--- config.mk ---
export PLATFORM = sky130hd
export DESIGN_NAME = pet_needs
export DESIGN_NICKNAME = d
export VERILOG_FILES = /design/src/rtl/pet_pkg.sv /design/src/rtl/pet_need_cnt.sv /design/src/rtl/pet_needs.sv
export SDC_FILE = /design/constraint.sdc
export NUM_CORES = 1
export LEC_CHECK = 0
export ABC_CLOCK_PERIOD_IN_PS = 9200
export BUFFER_PORTS_ARGS = -buffer_cell sky130_fd_sc_hd__buf_2
export CAP_MARGIN = 20
export CELL_PAD_IN_SITES_DETAIL_PLACEMENT = 1
export CELL_PAD_IN_SITES_GLOBAL_PLACEMENT = 2
export CORE_MARGIN = 4
export CORE_UTILIZATION = 43
export CTS_BUF_LIST = sky130_fd_sc_hd__clkbuf_4 sky130_fd_sc_hd__clkbuf_8
export DETAILED_ROUTE_END_ITERATION = 16
export PLACE_DENSITY = 0.9
export SYNTH_ARGS = -nofsm -noshare
export SYNTH_HDL_FRONTEND = slang
export SYNTH_SLANG_ARGS = --single-unit
--- constraint.sdc ---
create_clock -name clk -period 9.2 [get_ports clk]
set_input_delay 2.76 -clock clk [delete_from_list [all_inputs] [get_ports clk]]
set_output_delay 2.76 -clock clk [all_outputs]
set_load 0.01 [all_outputs]
--- src/rtl/pet_pkg.sv ---
// Shared encodings, widths and the saturating arithmetic helper for the pet need generator.
package pet_pkg;

    localparam int NEED_W      = 4;
    localparam int HAPPY_W     = 5;
    localparam int SAT_W       = HAPPY_W;
    localparam int NEED_THRESH = 12;

    localparam logic [2:0] CMD_FEED     = 3'd0;
    localparam logic [2:0] CMD_PLAY     = 3'd1;
    localparam logic [2:0] CMD_CLEAN    = 3'd2;
    localparam logic [2:0] CMD_SLEEP    = 3'd3;
    localparam logic [2:0] CMD_MEDICINE = 3'd4;
    localparam logic [2:0] CMD_PET      = 3'd5;

    typedef enum logic [1:0] {
        AWAKE  = 2'd0,
        ASLEEP = 2'd1,
        DEAD   = 2'd2
    } state_e;

    // clamp(cur + add - sub, 0, max), evaluated signed with headroom so no wrap can occur.
    function automatic logic [SAT_W-1:0] sat_add_sub(
        input logic [SAT_W-1:0] cur,
        input logic [SAT_W-1:0] add,
        input logic [SAT_W-1:0] sub,
        input logic [SAT_W-1:0] max
    );
        logic signed [SAT_W+1:0] sum;
        sum = $signed({2'b00, cur}) + $signed({2'b00, add}) - $signed({2'b00, sub});
        if (sum[SAT_W+1]) return '0;
        if (sum > $signed({2'b00, max})) return max;
        return sum[SAT_W-1:0];
    endfunction

endpackage

--- src/rtl/pet_need_cnt.sv ---
// One need level with its decay period counter; the level rises by one each PER advancing ticks.
module pet_need_cnt
    import pet_pkg::*;
#(
    parameter int WIDTH = NEED_W,
    parameter int PER   = 4
) (
    input  logic             clk,
    input  logic             rst_n,
    input  logic             tick_i,
    input  logic             hold_i,
    input  logic [WIDTH-1:0] inc_i,
    input  logic [WIDTH-1:0] dec_i,
    input  logic             clear_i,
    output logic [WIDTH-1:0] level_o,
    output logic [WIDTH-1:0] level_nxt_o
);

    localparam int                CW   = (PER > 1) ? $clog2(PER) : 1;
    localparam logic [CW-1:0]     LAST = CW'(PER - 1);
    localparam logic [SAT_W-1:0]  MAX  = SAT_W'((1 << WIDTH) - 1);

    logic [CW-1:0]    per_q, per_d;
    logic [WIDTH-1:0] level_q, level_d;
    logic             advance, wrap;

    // NOTE: every output of this block gets a default first, so no path can infer a latch.
    always_comb begin
        advance = tick_i && !hold_i;
        wrap    = advance && (per_q == LAST);
        per_d   = per_q;
        if (advance) per_d = wrap ? '0 : per_q + 1'b1;
        level_d = WIDTH'(sat_add_sub(SAT_W'(level_q), SAT_W'(inc_i) + SAT_W'(wrap), SAT_W'(dec_i), MAX));
        if (clear_i) level_d = '0;
    end

    // NOTE: sequential state uses non-blocking assignments so all flops sample pre-edge values.
    always_ff @(posedge clk or negedge rst_n) begin
        if (!rst_n) begin
            per_q   <= '0;
            level_q <= '0;
        end else begin
            per_q   <= per_d;
            level_q <= level_d;
        end
    end

    assign level_o     = level_q;
    assign level_nxt_o = level_d;

endmodule

--- src/rtl/pet_needs.sv ---
// Need-level generator: game-tick divider, sleep/death FSM, command decode and health tracking.
module pet_needs
    import pet_pkg::*;
#(
    parameter int TICK_DIV    = 50_000_000,
    parameter int HUNGER_PER  = 4,
    parameter int HAPPY_PER   = 2,
    parameter int HYGIENE_PER = 6,
    parameter int ENERGY_PER  = 5,
    parameter int SOCIAL_PER  = 3
) (
    input  logic               clk,
    input  logic               reset,
    input  logic               cmd_valid,
    input  logic [2:0]         cmd,
    output logic               cmd_ready,
    output logic [NEED_W-1:0]  hunger,
    output logic [HAPPY_W-1:0] happiness,
    output logic [NEED_W-1:0]  health,
    output logic [NEED_W-1:0]  hygiene,
    output logic [NEED_W-1:0]  energy,
    output logic [NEED_W-1:0]  social,
    output logic               asleep,
    output logic               alive,
    output logic               tick
);

    localparam int TW = $clog2(TICK_DIV);

    logic [TW-1:0]      div_q, div_d;
    state_e             state_q, state_d;
    logic [NEED_W-1:0]  health_q, health_d;
    logic               accept, live_tick, health_up;
    logic               is_feed, is_play, is_clean, is_sleep, is_medicine, is_pet;
    logic [NEED_W-1:0]  hunger_nxt, energy_nxt, hygiene_nxt, social_nxt;
    logic [HAPPY_W-1:0] happy_nxt;
    logic               unused_nxt;

    assign tick      = (div_q == TW'(TICK_DIV - 1));
    assign div_d     = tick ? '0 : div_q + 1'b1;
    assign cmd_ready = (state_q == AWAKE);
    assign asleep    = (state_q == ASLEEP);
    assign alive     = (state_q != DEAD);
    assign live_tick = tick && alive;
    assign accept    = cmd_valid && cmd_ready;

    assign is_feed     = accept && (cmd == CMD_FEED);
    assign is_play     = accept && (cmd == CMD_PLAY);
    assign is_clean    = accept && (cmd == CMD_CLEAN);
    assign is_sleep    = accept && (cmd == CMD_SLEEP);
    assign is_medicine = accept && (cmd == CMD_MEDICINE);
    assign is_pet      = accept && (cmd == CMD_PET);

    pet_need_cnt #(.WIDTH(NEED_W), .PER(HUNGER_PER)) u_hunger (
        .clk(clk), .rst_n(reset), .tick_i(live_tick), .hold_i(1'b0),
        .inc_i('0), .dec_i(is_feed ? 4'd4 : 4'd0), .clear_i(1'b0),
        .level_o(hunger), .level_nxt_o(hunger_nxt)
    );

    pet_need_cnt #(.WIDTH(HAPPY_W), .PER(HAPPY_PER)) u_happy (
        .clk(clk), .rst_n(reset), .tick_i(live_tick), .hold_i(1'b0),
        .inc_i('0), .dec_i(is_play ? 5'd6 : (is_pet ? 5'd1 : 5'd0)), .clear_i(1'b0),
        .level_o(happiness), .level_nxt_o(happy_nxt)
    );

    pet_need_cnt #(.WIDTH(NEED_W), .PER(HYGIENE_PER)) u_hygiene (
        .clk(clk), .rst_n(reset), .tick_i(live_tick), .hold_i(1'b0),
        .inc_i('0), .dec_i('0), .clear_i(is_clean),
        .level_o(hygiene), .level_nxt_o(hygiene_nxt)
    );

    // Sleep freezes energy decay and instead drains one unit per tick.
    pet_need_cnt #(.WIDTH(NEED_W), .PER(ENERGY_PER)) u_energy (
        .clk(clk), .rst_n(reset), .tick_i(live_tick), .hold_i(asleep),
        .inc_i(is_play ? 4'd2 : 4'd0), .dec_i((live_tick && asleep) ? 4'd1 : 4'd0), .clear_i(1'b0),
        .level_o(energy), .level_nxt_o(energy_nxt)
    );

    pet_need_cnt #(.WIDTH(NEED_W), .PER(SOCIAL_PER)) u_social (
        .clk(clk), .rst_n(reset), .tick_i(live_tick), .hold_i(1'b0),
        .inc_i('0), .dec_i(is_pet ? 4'd3 : 4'd0), .clear_i(1'b0),
        .level_o(social), .level_nxt_o(social_nxt)
    );

    // Only the hunger and energy look-ahead values steer the FSM.
    assign unused_nxt = ^{hygiene_nxt, social_nxt, happy_nxt};

    assign health_up = live_tick && ((hunger >= NEED_W'(NEED_THRESH)) || (hygiene >= NEED_W'(NEED_THRESH)));
    assign health_d  = NEED_W'(sat_add_sub(SAT_W'(health_q), SAT_W'(health_up),
                                           is_medicine ? SAT_W'(4) : SAT_W'(0), SAT_W'(15)));

    always_comb begin
        state_d = state_q;
        case (state_q)
            AWAKE:   if (is_sleep && (energy != '0)) state_d = ASLEEP;
            ASLEEP:  if (energy_nxt == '0) state_d = AWAKE;
            default: state_d = state_q;
        endcase
        if ((state_q != DEAD) && (hunger_nxt == '1)) state_d = DEAD;
    end

    always_ff @(posedge clk or negedge reset) begin
        if (!reset) begin
            div_q    <= '0;
            state_q  <= AWAKE;
            health_q <= '0;
        end else begin
            div_q    <= div_d;
            state_q  <= state_d;
            health_q <= health_d;
        end
    end

    assign health = health_q;

endmodule

==> run metrics, run 1 <==
RSZ-0062 raised after global routing=false; design area=approximately 0.0045 mm^2; footprint of the multi-input gates=0.002245 mm^2; wire per inst=approximately 16 um; Leak Pwr=around 2.2 nW; Critical Path End=tick; Final #Nets=slightly above 500; First DRT Iteration DRCs=104; Final Cycle Share=between 50 and 60%; total grt overflow=0; P&R area growth vs syn=12.44%; Netlist cell types=between 50 and 60; syn nets=about 470; crit path cell chain=nor4_1, nand4_1, nor3_4, buf_2; worst vdd ir=roughly 100 uV; Synth Warn #=0; aggregate routed wire length=~9300 um; initial core utilization=43.96%; Syn Area/Cell=9.650 um^2; clk_lat worst skew=0.34 ns; setup_tns=0 ns; Sink Count=64; post-layout util=49.43%; Post-DP HPWL=approximately 7100 um; Max FO, Critical Path=19; achievable frequency=~190 MHz; clock skew after layout=between 0.01 and 0.015 ns; vias=between 3000 and 4000; worst path arrival time=2.47 ns; CTS Hold Bufs=0; first-pass GRT wire length=roughly 17000 um; max-cap viol count=0; CP startpoint=div_q[16]$_DFF_PN0_; r2r endpoint=u_happy.level_o[0]$_DFF_PN0_; outcome=finished clean; Async S/R FF share, synth=100.0%; post-layout min period=around 5.2 ns; CTS root buffer=clkbuf_8; r2r setup slk=roughly 4.9 ns; Pre-antenna DRT Iters=4; CTS tree=yes; PostCTS Resize Cnt=0; core area=about 0.0092 mm^2; Reg2Reg Depth=13; IO Pins=35; Final Max Slew Viols=0; vias per std cell=between 5 and 6; largest net degree at the start of global routing=65; min-delay worst type=register to register; GPL Wtd Cong=0.7820; Hold Fails Final Rpt=0; gr usage total=around 18%; number of cell rows=35; Die X=104.7 um; Num CTS Buffers=9; critical path's largest stage delay=about 0.70 ns; FF-to-FF Start=div_q[0]$_DFF_PN0_; CP max-delay cell=nor3_4; maximum clock insertion buffer count=2; Most used DFF post-synth=dfrtp_1; register area share after synthesis=~40%; number of synthesized flops with an enable pin=0; Filler cells=1066; critical path class=register to primary output; layout cells sized above 1=between 10% and 20%; Worst Setup Start Kind=register; vias in the first global route=between 3000 and 4000; DIE HEIGHT=between 100 and 150 um; Cells after Synth=about 420; post-detailed-route count of antenna-violating nets=0; pwr dens=between 150 and 200 mW/mm^2; dpl cell area=~0.0043 mm^2; Remaining DRCs=0; Reg clk slew, reported paths=~0.070 ns; Worst Max-Slew Pin Slew=0.8306 ns; post-CTS setup buffers=0; htree depth=3; Setup-failing EPs final=0; Crit. End Element=primary output; FF+latch area=about 0.0016 mm^2; initial antenna violation count=1; Critical Path RT=6.44 ns; Synth Register Bits=64; area of the die=between 0.01 and 0.015 mm^2; Post-Syn Area=around 0.0040 mm^2; Max transition margin=between 40% and 50%; port buffer count=34
-- how the worst min path moves through the flow --
| stage | from | endpoint | slack, ns | cells past startpoint |
|---|---|---|---|---|
| 6_report | div_q[6]$_DFF_PN0_ | div_q[6]$_DFF_PN0_ | 0.50 | 1 |
| 5_1_grt | div_q[6]$_DFF_PN0_ | div_q[6]$_DFF_PN0_ | 0.52 | 1 |
| 4_1_cts | div_q[6]$_DFF_PN0_ | div_q[6]$_DFF_PN0_ | 0.50 | 1 |
| 3_5_place_dp | div_q[6]$_DFF_PN0_ | div_q[6]$_DFF_PN0_ | 0.49 | 1 |
| 3_3_place_gp | u_hunger.per_q[1]$_DFFE_PN0P_ | u_hunger.per_q[1]$_DFFE_PN0P_ | 0.46 | 2 |
| 2_1_floorplan | u_hunger.per_q[1]$_DFFE_PN0P_ | u_hunger.per_q[1]$_DFFE_PN0P_ | 0.44 | 2 |
-- logic make-up after synthesis --
kind of cell	after synthesis	share of synthesized area, %
simple gates	150	20.43
compound gates	68	10.76
flops	64	39.80
fa+ha+maj	49	15.80
buf+inv	46	4.415
xor+xnor	38	8.271
mux	2	0.5286
-- cell usage after synthesis (3+ instances only) --
cell type | number | area (um^2)
a211o_1 | 3 | 26.28
a21o_1 | 7 | 52.55
a21oi_1 | 19 | 95.09
a31oi_1 | 5 | 31.28
and3_1 | 9 | 56.30
and4_1 | 6 | 52.55
clkbuf_1 | 3 | 11.26
dfrtp_1 | 64 | 1602
fa_1 | 3 | 60.06
ha_1 | 46 | 575.6
inv_1 | 41 | 153.9
nand2_1 | 22 | 82.58
nand2b_1 | 4 | 25.02
nand3_1 | 11 | 55.05
nand4_1 | 13 | 81.33
nor2_1 | 45 | 168.9
nor2b_1 | 4 | 25.02
nor3_1 | 9 | 45.04
nor3b_1 | 5 | 37.54
nor4_1 | 6 | 37.54
o21ai_0 | 13 | 65.06
o21bai_1 | 4 | 30.03
o31ai_1 | 4 | 30.03
xnor2_1 | 25 | 219.0
xor2_1 | 13 | 113.9
-- metrics by stage --
stage,power [W],setup WS [ns],cells,hold WS (ns)
3_3_place_gp,0.0004720,3.939,558,0.4554
3_5_place_dp,0.0004816,3.839,558,0.4897
4_1_cts,0.0007431,3.924,573,0.5040
2_1_floorplan,0.0004315,4.254,417,0.4428
5_1_grt,0.0007802,3.770,574,0.5201
6_report,0.0007298,3.972,574,0.4978
-- report_power, final --
| part | leakage [nW] | switching (W) | total [W] | internal (W) |
|---|---|---|---|---|
| logic | 1.32 | 0.0000941 | 0.000167 | 0.0000729 |
| clock network | 0.108 | 0.000112 | 0.000257 | 0.000145 |
| registers | 0.777 | 0.00000926 | 0.000306 | 0.000296 |
| total | 2.21 | 0.000215 | 0.000730 | 0.000514 |
-- final cells by class --
type	instances	share of cell area (%)
inverter	41	3.402
tap	111	3.070
timing repair buffer	35	3.927
multi-input combinational	307	49.61
sequential	64	35.40
clock inverter	3	0.8850
antenna	1	0.05531
clock buffer	12	3.650
-- flip-flops by register name, summed over array words and instances, names as in the netlist, 3 cells and up --
| register | flops |
|---|---|
| u_hygiene.level_o | 4 |
| u_hygiene.per_q | 3 |
| health | 4 |
| u_social.level_o | 4 |
| u_energy.level_o | 4 |
| u_hunger.level_o | 4 |
| div_q | 26 |
| u_energy.per_q | 3 |
| u_happy.level_o | 5 |
-- critical path: cells and delay by family, from the launching register on --
kind	cells	cell delay, ns
flops	1	0.47
simple gates	3	1.40
buf+inv	1	0.26
-- layout by cell type, fill, tap and decap left out, types with 3 or more instances in the layout --
master / synthesis / final
nand2b_1: 4 / 4
a31oi_1: 5 / 5
a21oi_1: 19 / 19
nor4_1: 6 / 6
o21bai_1: 4 / 4
buf_2: 1 / 34
nand3_1: 11 / 11
nor2b_1: 4 / 4
nand4_1: 13 / 13
and4_1: 6 / 6
a21o_1: 7 / 7
nor3b_1: 5 / 5
clkbuf_8: 0 / 12
dfrtp_1: 64 / 64
xnor2_1: 25 / 25
xor2_1: 13 / 13
nor3_1: 9 / 9
o31ai_1: 4 / 4
nand2_1: 22 / 22
nor2_1: 45 / 45
o21ai_0: 13 / 13
and3_1: 9 / 9
a211o_1: 3 / 3
ha_1: 46 / 46
inv_1: 41 / 41
fa_1: 3 / 3
-- per-layer routing --
metal  share of wire, %  GRT usage [%]
met5                  0              0
met4                1.4          6.186
met3                2.2          3.150
met2                 51          31.85
met1                 45          23.30
No activity file was read; power rests on OpenSTA's default activity.
==> run 2: changes to the inputs <==
--- a/config.mk
+++ b/config.mk
@@ -5,16 +5,16 @@
 export SDC_FILE = /design/constraint.sdc
 export NUM_CORES = 1
 export LEC_CHECK = 0
-export ABC_CLOCK_PERIOD_IN_PS = 9200
+export ABC_CLOCK_PERIOD_IN_PS = 4630
 export BUFFER_PORTS_ARGS = -buffer_cell sky130_fd_sc_hd__buf_2
 export CAP_MARGIN = 20
 export CELL_PAD_IN_SITES_DETAIL_PLACEMENT = 1
 export CELL_PAD_IN_SITES_GLOBAL_PLACEMENT = 2
 export CORE_MARGIN = 4
-export CORE_UTILIZATION = 43
+export CORE_UTILIZATION = 36
 export CTS_BUF_LIST = sky130_fd_sc_hd__clkbuf_4 sky130_fd_sc_hd__clkbuf_8
 export DETAILED_ROUTE_END_ITERATION = 16
-export PLACE_DENSITY = 0.9
+export PLACE_DENSITY = 0.81
 export SYNTH_ARGS = -nofsm -noshare
 export SYNTH_HDL_FRONTEND = slang
 export SYNTH_SLANG_ARGS = --single-unit
==> constraint.sdc (replaced) <==
create_clock -name clk -period 4.63 [get_ports clk]
set_input_delay 1.389 -clock clk [delete_from_list [all_inputs] [get_ports clk]]
set_output_delay 1.389 -clock clk [all_outputs]
set_load 0.01 [all_outputs]
==> run metrics, run 2 (same netlist as run 1, synthesis figures left out) <==
vias in the first global route=3412; GPL Wtd Cong=roughly 0.83; clk_lat worst skew=about 0.35 ns; vias per std cell=roughly 5.2; Worst Max-Slew Pin Slew=0.6994 ns; pwr dens=315.2 mW/mm^2; Leak Pwr=approximately 2.2 nW; Worst Setup Start Kind=register; DIE HEIGHT=between 100 and 150 um; post-layout util=around 42%; Final Total Pwr=0.001444 W; core area=roughly 0.011 mm^2; Num CTS Buffers=9; port buffer count=34; Remaining DRCs=0; P_int=just over 0.001 W; wire per inst=about 15 um; layout cells sized above 1=13.09%; RSZ-0062 raised after global routing=false; initial antenna violation count=0; critical path class=register to register; setup_tns=0 ns; CTS tree=yes; net switching power=between 0.0004 and 0.0005 W; PostCTS Resize Cnt=0; outcome=finished clean; largest net degree at the start of global routing=34; IO Pins=35; aggregate routed wire length=9306 um; Final WS setup=about 0.86 ns; CTS Hold Bufs=0; post-layout min period=between 3 and 4 ns; total grt overflow=0; post-CTS setup buffers=0; Sink Count=64; Crit. End Element=register; Reg clk slew, reported paths=approximately 0.080 ns; pre-CTS WS=approximately 0.6 ns; Hold Fails Final Rpt=0; design area=roughly 0.0046 mm^2; area of the die=about 0.013 mm^2; Final Max Slew Viols=0; most common cell after layout, fill and taps aside=dfrtp_1; Final #Nets=516; max-cap viol count=0; dpl cell area=0.004375 mm^2; Die X=approximately 110 um; P&R area growth vs syn=13.87%; First DRT Iteration DRCs=approximately 120; min-delay worst type=register to register; number of cell rows=38; Max FO, Critical Path=7; post-detailed-route count of antenna-violating nets=0; commonest cells after routing, fill and taps aside=64 x dfrtp_1, 46 x ha_1, 45 x nor2_1; Comb pwr share=between 20% and 30%; clock skew after layout=just under 0.009 ns; initial core utilization=between 30 and 40%; Filler cells=roughly 1300; achievable frequency=approximately 260 MHz; Setup-failing EPs final=0; worst vdd ir=~200 uV; Pre-antenna DRT Iters=4; worst path arrival time=between 3 and 4 ns; Critical Path RT=between 4 and 5 ns; number of flip-flops under the largest register name=26; Reg with most FFs=div_q; vias=between 3000 and 4000; gr usage total=~16%; Sw Ratio=between 30% and 40%; Seq pwr share=between 40% and 50%; Diodes inserted=0; htree depth=3; Post-DP HPWL=7206 um; Final Cycle Share=81.53%; part of the power in the clock network=between 30% and 40%; Max transition margin=a little over half; maximum clock insertion buffer count=2; CTS root buffer=clkbuf_8; first-pass GRT wire length=approximately 16000 um
run 2: power groups by stage:
stage	sequential, W	combinational (W)	clock (W)
2_1_floorplan	0.000629	0.000228	0
3_3_place_gp	0.000618	0.000322	0
4_1_cts	0.000609	0.000342	0.000526
3_5_place_dp	0.000620	0.000337	0
5_1_grt	0.000614	0.000378	0.000550
6_report	0.000609	0.000333	0.000502
run 2: final timing paths:
path | from | to | slack [ns] | depth (start not counted)
hold reg to reg | u_hunger.per_q[1]$_DFFE_PN0P_ | u_hunger.per_q[1]$_DFFE_PN0P_ | 0.48 | 2
min in group asynchronous | reset | div_q[14]$_DFF_PN0_ | 1.07 | 1
hold / removal | u_hunger.per_q[1]$_DFFE_PN0P_ | u_hunger.per_q[1]$_DFFE_PN0P_ | 0.48 | 2
setup reg to reg | div_q[16]$_DFF_PN0_ | u_happy.level_o[0]$_DFF_PN0_ | 0.86 | 12
max in group asynchronous | reset | health[1]$_DFF_PN0_ | 2.63 | 2
setup / recovery | div_q[16]$_DFF_PN0_ | u_happy.level_o[0]$_DFF_PN0_ | 0.86 | 12
run 2: area by class of cell:
cell class                 instances  area [um^2]  area share [%]
tap                              140        175.2           3.823
clock buffer                      11        151.4           3.304
multi-input combinational        307         2245           48.99
inverter                          41        153.9           3.359
clock inverter                     5        55.05           1.202
sequential                        64         1602           34.95
timing repair buffer              38        200.2           4.369
run 2: per-stage QoR:
stage,hold WS (ns),instances
2_1_floorplan,0.4428,417
3_3_place_gp,0.4592,590
3_5_place_dp,0.4769,590
4_1_cts,0.4942,606
5_1_grt,0.5340,606
6_report,0.4841,606
run 2: routing by layer:
layer,wire length (um),track usage (%)
met1,4084,18.98
met2,4787,27.76
met3,290,4.244
met5,0,0
met4,144,4.487
run 2: worst max-delay path: stages, from the launching register on:
cell and delay [ns]:
dfrtp_1 0.47, nor4_1 0.45, and4_1 0.35, nand4_1 0.15
nor2_1 0.20, ha_1 0.20, ha_1 0.27, xor2_1 0.17
ha_1 0.29, a21oi_1 0.37, nor4_1 0.10, nor3_1 0.45
o21ai_0 0.17
